File: src/rtl/mbist_pkg.sv
// Shared types for the March C- BIST engine: sequencer states, march element codes
// and per-element attributes (direction, read/write data polarity, read-only flag).
package mbist_pkg;

  typedef enum logic [2:0] {
    S_IDLE,
    S_WR_ONLY,
    S_RD,
    S_WR,
    S_RD_ONLY,
    S_DRAIN,
    S_NEXT_BANK,
    S_DONE
  } state_t;

  typedef enum logic [2:0] {
    M0, M1, M2, M3, M4, M5
  } elem_t;

  // Ascending address order; M3 and M4 run downward.
  function automatic logic elem_up(input elem_t e);
    return !(e == M3 || e == M4);
  endfunction

  // Read half expects all-ones.
  function automatic logic elem_rd_one(input elem_t e);
    return (e == M2 || e == M4);
  endfunction

  // Write half stores all-ones.
  function automatic logic elem_wr_one(input elem_t e);
    return (e == M1 || e == M3);
  endfunction

  function automatic logic elem_rd_only(input elem_t e);
    return (e == M5);
  endfunction

  function automatic elem_t elem_next(input elem_t e);
    elem_t n;
    case (e)
      M0:      n = M1;
      M1:      n = M2;
      M2:      n = M3;
      M3:      n = M4;
      M4:      n = M5;
      default: n = M0;
    endcase
    return n;
  endfunction

endpackage

File: src/rtl/mbist_cmp.sv
// Read-data checker: registers each issued read, compares it against MEM_ODATA the
// following cycle, filters repeat reports of the same word and counts emitted records.
module mbist_cmp
  import mbist_pkg::*;
#(
  parameter int SEL_W  = 6,
  parameter int ADDR_W = 10,
  parameter int DATA_W = 8,
  parameter int CNT_W  = 12
) (
  input  logic              clk,
  input  logic              rst_n,
  input  logic              clear,
  input  logic              rd_valid,
  input  logic [SEL_W-1:0]  rd_bank,
  input  logic [ADDR_W-1:0] rd_addr,
  input  logic [DATA_W-1:0] rd_exp,
  input  logic [DATA_W-1:0] rd_data,
  output logic              pass,
  output logic [SEL_W-1:0]  sel,
  output logic [ADDR_W-1:0] addr,
  output logic [CNT_W-1:0]  cnt
);

  logic              chk_valid;
  logic [SEL_W-1:0]  chk_bank;
  logic [ADDR_W-1:0] chk_addr;
  logic [DATA_W-1:0] chk_exp;
  logic              last_valid;
  logic [SEL_W-1:0]  last_bank;
  logic [ADDR_W-1:0] last_addr;
  logic              mismatch;
  logic              dup;
  logic              emit;

  always_comb begin
    mismatch = chk_valid && (rd_data != chk_exp);
    dup      = last_valid && (last_bank == chk_bank) && (last_addr == chk_addr);
    emit     = mismatch && !dup;
  end

  always_ff @(posedge clk or negedge rst_n) begin
    if (!rst_n) begin
      chk_valid  <= 1'b0;
      chk_bank   <= '0;
      chk_addr   <= '0;
      chk_exp    <= '0;
      last_valid <= 1'b0;
      last_bank  <= '0;
      last_addr  <= '0;
      pass       <= 1'b0;
      sel        <= '0;
      addr       <= '0;
      cnt        <= '0;
    end else begin
      pass <= 1'b0;
      if (clear) begin
        chk_valid  <= 1'b0;
        last_valid <= 1'b0;
        cnt        <= '0;
      end else begin
        chk_valid <= rd_valid;
        chk_bank  <= rd_bank;
        chk_addr  <= rd_addr;
        chk_exp   <= rd_exp;
        if (emit) begin
          pass       <= 1'b1;
          sel        <= chk_bank;
          addr       <= chk_addr;
          last_valid <= 1'b1;
          last_bank  <= chk_bank;
          last_addr  <= chk_addr;
          // Saturate but keep emitting records.
          if (cnt != '1) cnt <= cnt + CNT_W'(1);
        end
      end
    end
  end

endmodule

File: src/rtl/mbist_march.sv
// March C- BIST sequencer: walks every bank through M0..M5, drives the SRAM ports
// from registers and hands read tags to mbist_cmp for checking.
module mbist_march
  import mbist_pkg::*;
#(
  parameter int NUM_BANKS = 64,
  parameter int SEL_W     = 6,
  parameter int ADDR_W    = 10,
  parameter int DATA_W    = 8,
  parameter int CNT_W     = 12
) (
  input  logic                 CLK,
  input  logic                 RSTN,
  input  logic                 START,
  output logic [NUM_BANKS-1:0] MEM_CSB,
  output logic                 MEM_WEB,
  output logic                 MEM_OEB,
  output logic [ADDR_W-1:0]    MEM_ADDR,
  output logic [DATA_W-1:0]    MEM_IDATA,
  input  logic [DATA_W-1:0]    MEM_ODATA,
  output logic                 BIST_EN,
  output logic                 BIST_PASS,
  output logic [SEL_W-1:0]     NEED_REPAIR_SELECT,
  output logic [ADDR_W-1:0]    NEED_REPAIR_ADDR,
  output logic                 BIST_DONE,
  output logic [CNT_W-1:0]     FAULT_CNT
);

  localparam logic [ADDR_W-1:0] ADDR_TOP  = '1;
  localparam logic [SEL_W-1:0]  BANK_LAST = SEL_W'(NUM_BANKS - 1);

  state_t            state, nxt_state;
  elem_t             elem, nxt_elem;
  logic [SEL_W-1:0]  bank, nxt_bank;
  logic [ADDR_W-1:0] addr, nxt_addr;
  logic              accept;
  logic              at_end;
  logic [ADDR_W-1:0] step_addr;
  logic              cmd_wr, cmd_rd;

  logic              iss_rd;
  logic [SEL_W-1:0]  iss_bank;
  logic [ADDR_W-1:0] iss_addr;
  logic [DATA_W-1:0] iss_exp;

  function automatic logic [ADDR_W-1:0] start_addr(input elem_t e);
    return elem_up(e) ? '0 : ADDR_TOP;
  endfunction

  always_comb begin
    accept    = START && (state == S_IDLE || state == S_DONE);
    at_end    = elem_up(elem) ? (addr == ADDR_TOP) : (addr == '0);
    step_addr = elem_up(elem) ? addr + ADDR_W'(1) : addr - ADDR_W'(1);
  end

  always_comb begin
    nxt_state = state;
    nxt_elem  = elem;
    nxt_bank  = bank;
    nxt_addr  = addr;
    case (state)
      S_IDLE, S_DONE: begin
        if (START) begin
          nxt_state = S_WR_ONLY;
          nxt_elem  = M0;
          nxt_bank  = '0;
          nxt_addr  = '0;
        end
      end
      S_WR_ONLY: begin
        if (at_end) begin
          nxt_state = S_RD;
          nxt_elem  = M1;
          nxt_addr  = start_addr(M1);
        end else begin
          nxt_addr = step_addr;
        end
      end
      S_RD: nxt_state = S_WR;
      S_WR: begin
        // Element turn loads the next element's start address directly, so
        // the up->down and down->up boundaries cost no extra cycle.
        if (at_end) begin
          nxt_elem  = elem_next(elem);
          nxt_addr  = start_addr(elem_next(elem));
          nxt_state = elem_rd_only(elem_next(elem)) ? S_RD_ONLY : S_RD;
        end else begin
          nxt_state = S_RD;
          nxt_addr  = step_addr;
        end
      end
      S_RD_ONLY: begin
        if (at_end) nxt_state = S_DRAIN;
        else        nxt_addr  = step_addr;
      end
      S_DRAIN: nxt_state = S_NEXT_BANK;
      S_NEXT_BANK: begin
        if (bank == BANK_LAST) begin
          nxt_state = S_DONE;
        end else begin
          nxt_state = S_WR_ONLY;
          nxt_elem  = M0;
          nxt_bank  = bank + SEL_W'(1);
          nxt_addr  = '0;
        end
      end
      default: nxt_state = S_IDLE;
    endcase
  end

  always_comb begin
    cmd_wr = (nxt_state == S_WR_ONLY) || (nxt_state == S_WR);
    cmd_rd = (nxt_state == S_RD) || (nxt_state == S_RD_ONLY);
  end

  always_ff @(posedge CLK or negedge RSTN) begin
    if (!RSTN) begin
      state <= S_IDLE;
      elem  <= M0;
      bank  <= '0;
      addr  <= '0;
    end else begin
      state <= nxt_state;
      elem  <= nxt_elem;
      bank  <= nxt_bank;
      addr  <= nxt_addr;
    end
  end

  // Port registers load the command of the state being entered, so an access is
  // on the pins during the very cycle its state is active.
  always_ff @(posedge CLK or negedge RSTN) begin
    if (!RSTN) begin
      MEM_CSB   <= '1;
      MEM_WEB   <= 1'b1;
      MEM_OEB   <= 1'b1;
      MEM_ADDR  <= '0;
      MEM_IDATA <= '0;
      BIST_EN   <= 1'b0;
      BIST_DONE <= 1'b0;
      iss_rd    <= 1'b0;
      iss_bank  <= '0;
      iss_addr  <= '0;
      iss_exp   <= '0;
    end else begin
      MEM_CSB   <= (cmd_wr || cmd_rd) ? ~(NUM_BANKS'(1) << nxt_bank) : '1;
      MEM_WEB   <= !cmd_wr;
      MEM_OEB   <= !cmd_rd;
      MEM_ADDR  <= (cmd_wr || cmd_rd) ? nxt_addr : '0;
      MEM_IDATA <= cmd_wr ? {DATA_W{elem_wr_one(nxt_elem)}} : '0;
      BIST_EN   <= (nxt_state != S_IDLE) && (nxt_state != S_DONE);
      BIST_DONE <= (nxt_state == S_DONE);
      iss_rd    <= cmd_rd;
      iss_bank  <= nxt_bank;
      iss_addr  <= nxt_addr;
      iss_exp   <= {DATA_W{elem_rd_one(nxt_elem)}};
    end
  end

  mbist_cmp #(
    .SEL_W  (SEL_W),
    .ADDR_W (ADDR_W),
    .DATA_W (DATA_W),
    .CNT_W  (CNT_W)
  ) u_cmp (
    .clk      (CLK),
    .rst_n    (RSTN),
    .clear    (accept),
    .rd_valid (iss_rd),
    .rd_bank  (iss_bank),
    .rd_addr  (iss_addr),
    .rd_exp   (iss_exp),
    .rd_data  (MEM_ODATA),
    .pass     (BIST_PASS),
    .sel      (NEED_REPAIR_SELECT),
    .addr     (NEED_REPAIR_ADDR),
    .cnt      (FAULT_CNT)
  );

endmodule

File: config.mk
export PLATFORM = sky130hd
export DESIGN_NAME = mbist_march
export DESIGN_NICKNAME = d
export VERILOG_FILES = /design/src/rtl/mbist_pkg.sv /design/src/rtl/mbist_cmp.sv /design/src/rtl/mbist_march.sv
export SDC_FILE = /design/constraint.sdc
export NUM_CORES = 1
export LEC_CHECK = 0
export CAP_MARGIN = 10
export CORE_AREA = 5 5 145 112
export CTS_BUF_LIST = sky130_fd_sc_hd__clkbuf_16
export DETAILED_ROUTE_END_ITERATION = 8
export DIE_AREA = 0 0 150 117
export PLACE_DENSITY = 0.77
export SLEW_MARGIN = 30
export SYNTH_ARGS = -nofsm -noshare
export SYNTH_HDL_FRONTEND = slang
export SYNTH_SLANG_ARGS = --single-unit
File: constraint.sdc
create_clock -name CLK -period 8.21 [get_ports CLK]
set_clock_uncertainty 0.15 [all_clocks]
set_input_delay 1.642 -clock CLK [delete_from_list [all_inputs] [get_ports CLK]]
set_output_delay 1.642 -clock CLK [all_outputs]
set_load 0.01 [all_outputs]
==> run metrics <==
fraction of registers with async set/reset=100%; area leader, netlist=dfrtp_1; gr ovfl total=0; Mapped Area=around 0.0075 sq mm; most common cell after layout, fill and taps aside=clkdlybuf4s50_1; Skew-Pair Late Insertion Delay=around 0.43 ns; Relative slew margins=between 40 and 50%; Critical Path AT=4.73 ns; Hold Path End=u_cmp.chk_exp[0]; Non-Filler Instances=around 1000; post-synthesis mux area share=2.83%; grt peak-use layer=met1; worst hold start=iss_exp[0]; flops & latches, synth=151; Syn Area/Cell=10.7 sq um; Setup Total Neg Slack=0 ns; Starting DRT DRC Count=between 500 and 600; total CTS buffers=17; initial antenna violation count=0; TritonCTS sink count=about 150; Seq/Total Area, Yosys=about 52%; vias in the first global route=about 5800; Antenna Cells=0; Syn Nets=approximately 720; RR Endpoint=iss_addr[7]; P_leak=roughly 3.7 nW; Ports=126; Synth Area in Compound Gates=~21%; final antenna-violating net count=0; Clk network pwr share=between 40% and 50%; DRC Markers=0; Internal=about 1.2 mW; Vias=roughly 6000; CTS tree=yes; row count=39; worst path required time=8.37 ns; Worst Setup Path Type=primary input to register; actual slew at the worst max-slew pin=roughly 0.89 ns; FMAX=roughly 0.22 GHz; die height=between 100 and 150 um; EDFF count, synth=0; DP Cell Count=a little under 1000; Clock H-tree levels=4; layout overhead on the synthesized area=23.9%; CP Max Fanout=15; Mapped Cells=roughly 700; CTS root buffer=clkbuf_16; pins over their slew limit=0; most frequent cells in the layout=clkdlybuf4s50_1 (124), dfrtp_1 (85), nand2_1 (71), o211ai_1 (68), dfstp_2 (66); CTS resizes=0; first-pass iteration count of the detailed router=6; yosys warns=0; adder-cell area share of the yosys netlist=2.28%; max-cap violations=0; switching fraction of total power=23.6%; min Tclk post-route=approximately 4.6 ns; post-synth cell types=between 70 and 80; Core Area=0.0148 sq mm; maximum VDD drop=roughly 0.14 mV; CTS clk-pin slew, worst paths=around 0.06 ns; unrepaired setup endpoints after global routing=no; DIE AREA=0.0176 sq mm; met3 Usage GRT=roughly 5.7%; synth top area cells=dfrtp_1 (29%), dfstp_2 (23%), o211ai_1 (6.8%), nand2_1 (3.6%), mux2_2 (2.6%); layout cells sized above 1=17.1%; largest net degree at the start of global routing=99; Final setup viols=0; Comb pwr share=5.3%; total power=approximately 1.6 mW; final estimated routing congestion in global placement=0.920; GR Util met2=33.7%; routed len/inst=~19 um; Final Hold Vio Count=0; Synth Flop Type=dfrtp_1; Initial Util=50.3%; register share of total power=49.7%; pwr dens=~170 mW/mm^2; xor and xnor area share after synthesis=under 10%; Net Switching=~370 uW; port bufs=125; Final period util=around 56%; first-pass GRT wire length=31.3 mm; Final #Nets=814; Hold Path Depth=2; worst reg2reg startpoint=elem[2]; flop-to-flop setup slack=about 4.4 ns; Hold WC Path Type=register to register; Total Wirelength=a little under 20 mm; post-synth top area share=between 20% and 30%; Critical Path Start Type=primary input; largest family of logic cells by synthesized area=compound AO/OA/AOI/OAI gates; postcts setup bufs=0; die width=150 um; status=finished, final reports clean; Post-Synth Simple-Gate Area=approximately 14%; clk buf depth=2; Total GRT Usage=between 20% and 30%; number of vias per cell=slightly below 6; worst reg2reg path depth=9; met1 usage=33.7%; count of hold-fix buffers inserted at cts=0; CP Capture Type=register; dpl hpwl=~13 mm
## flip-flops by register name, indices dropped and copies added (netlist names)
register,count
u_cmp.last_bank,6
BIST_EN,1
iss_addr,10
MEM_ADDR,10
u_cmp.cnt,12
u_cmp.last_valid,1
MEM_CSB,64
state,3
MEM_IDATA,1
u_cmp.chk_exp,1
MEM_OEB,1
iss_exp,1
iss_bank,6
u_cmp.last_addr,10
u_cmp.chk_valid,1
u_cmp.pass,1
elem,3
iss_rd,1
u_cmp.chk_bank,6
u_cmp.chk_addr,10
BIST_DONE,1
MEM_WEB,1
## cell type report
type | instances | area (sq um)
fillers | 1179 | 5590
flip-flops and latches | 151 | 3860
multi-input cells | 473 | 3250
repair buffers | 128 | 1280
clock buffers | 18 | 450
well taps | 205 | 256
clock inverters | 14 | 85.1
inverters | 19 | 71.3
## worst max-delay path, cell delays in order
cell and delay [ns]:
clkdlybuf4s50_1 0.78, or3b_1 0.44, a21o_1 0.25, a22o_1 0.25, a22oi_4 0.26, inv_1 0.22
nor4_1 0.70, o211ai_1 0.18
## cell usage after synthesis, drive strengths merged (8+ instances only)
library cell / instances
o211ai: 68
nor3: 19
o31ai: 8
nand4: 9
dfstp: 66
a21boi: 10
nor2: 28
buf: 34
xnor2: 9
dfrtp: 85
a21oi: 29
ha: 12
nand2: 71
xor2: 15
nand3: 13
mux2: 17
nor4: 16
o21ai: 22
and3: 8
clkbuf: 20
inv: 18
## how the worst max path moves through the flow
stage	from	endpoint	slack (ns)	depth (start not counted)
after CTS	START	MEM_CSB[30]	3.71	7
after global placement	START	MEM_CSB[9]	3.37	8
after global routing	START	MEM_CSB[10]	3.46	8
after floorplan	START	MEM_CSB[10]	4.55	7
after detailed placement	START	MEM_CSB[42]	3.30	8
final	START	MEM_CSB[26]	3.65	8
## power by group through the flow
stage               Clock, mW  Combinational [mW]  Sequential (mW)
CTS                     0.717              0.0844            0.780
global placement            0              0.0812            0.789
global route            0.750              0.0921            0.783
finish                  0.707              0.0826            0.782
floorplan                   0              0.0244            0.793
detailed placement          0              0.0843            0.792
## cells by family (layout without fill, tap and decap cells)
| logic type | after synthesis | after routing |
|---|---|---|
| buffers and inverters | 73 | 179 |
| AOI/OAI and AO/OA | 209 | 209 |
| and+or+nand+nor | 208 | 208 |
| adders and majority gates | 13 | 13 |
| DFF | 151 | 151 |
| xor gates and xnor gates | 24 | 24 |
| muxes | 19 | 19 |
## layer usage
layer / share of wire, % / vias up
li1: - / 2779
met1: 46 / 2965
met2: 45 / 250
met3: 8.5 / 21
met4: 0.97 / 0
met5: 0 / -
## stage by stage
| stage | hold WS (ns) | cell area [sq um] | worst slack, ns | utilization [%] |
|---|---|---|---|---|
| 6_report | 0.307 | 9250 | 3.65 | 62.3 |
| 5_1_grt | 0.323 | 9250 | 3.46 | 62.3 |
| 4_1_cts | 0.307 | 9240 | 3.71 | 62.3 |
| 3_5_place_dp | 0.287 | 8700 | 3.30 | 58.7 |
| 3_3_place_gp | 0.289 | 8680 | 3.37 | 58.5 |
| 2_1_floorplan | 0.271 | 7460 | 4.55 | - |
Note: power is estimated with default switching activity, not from simulation.
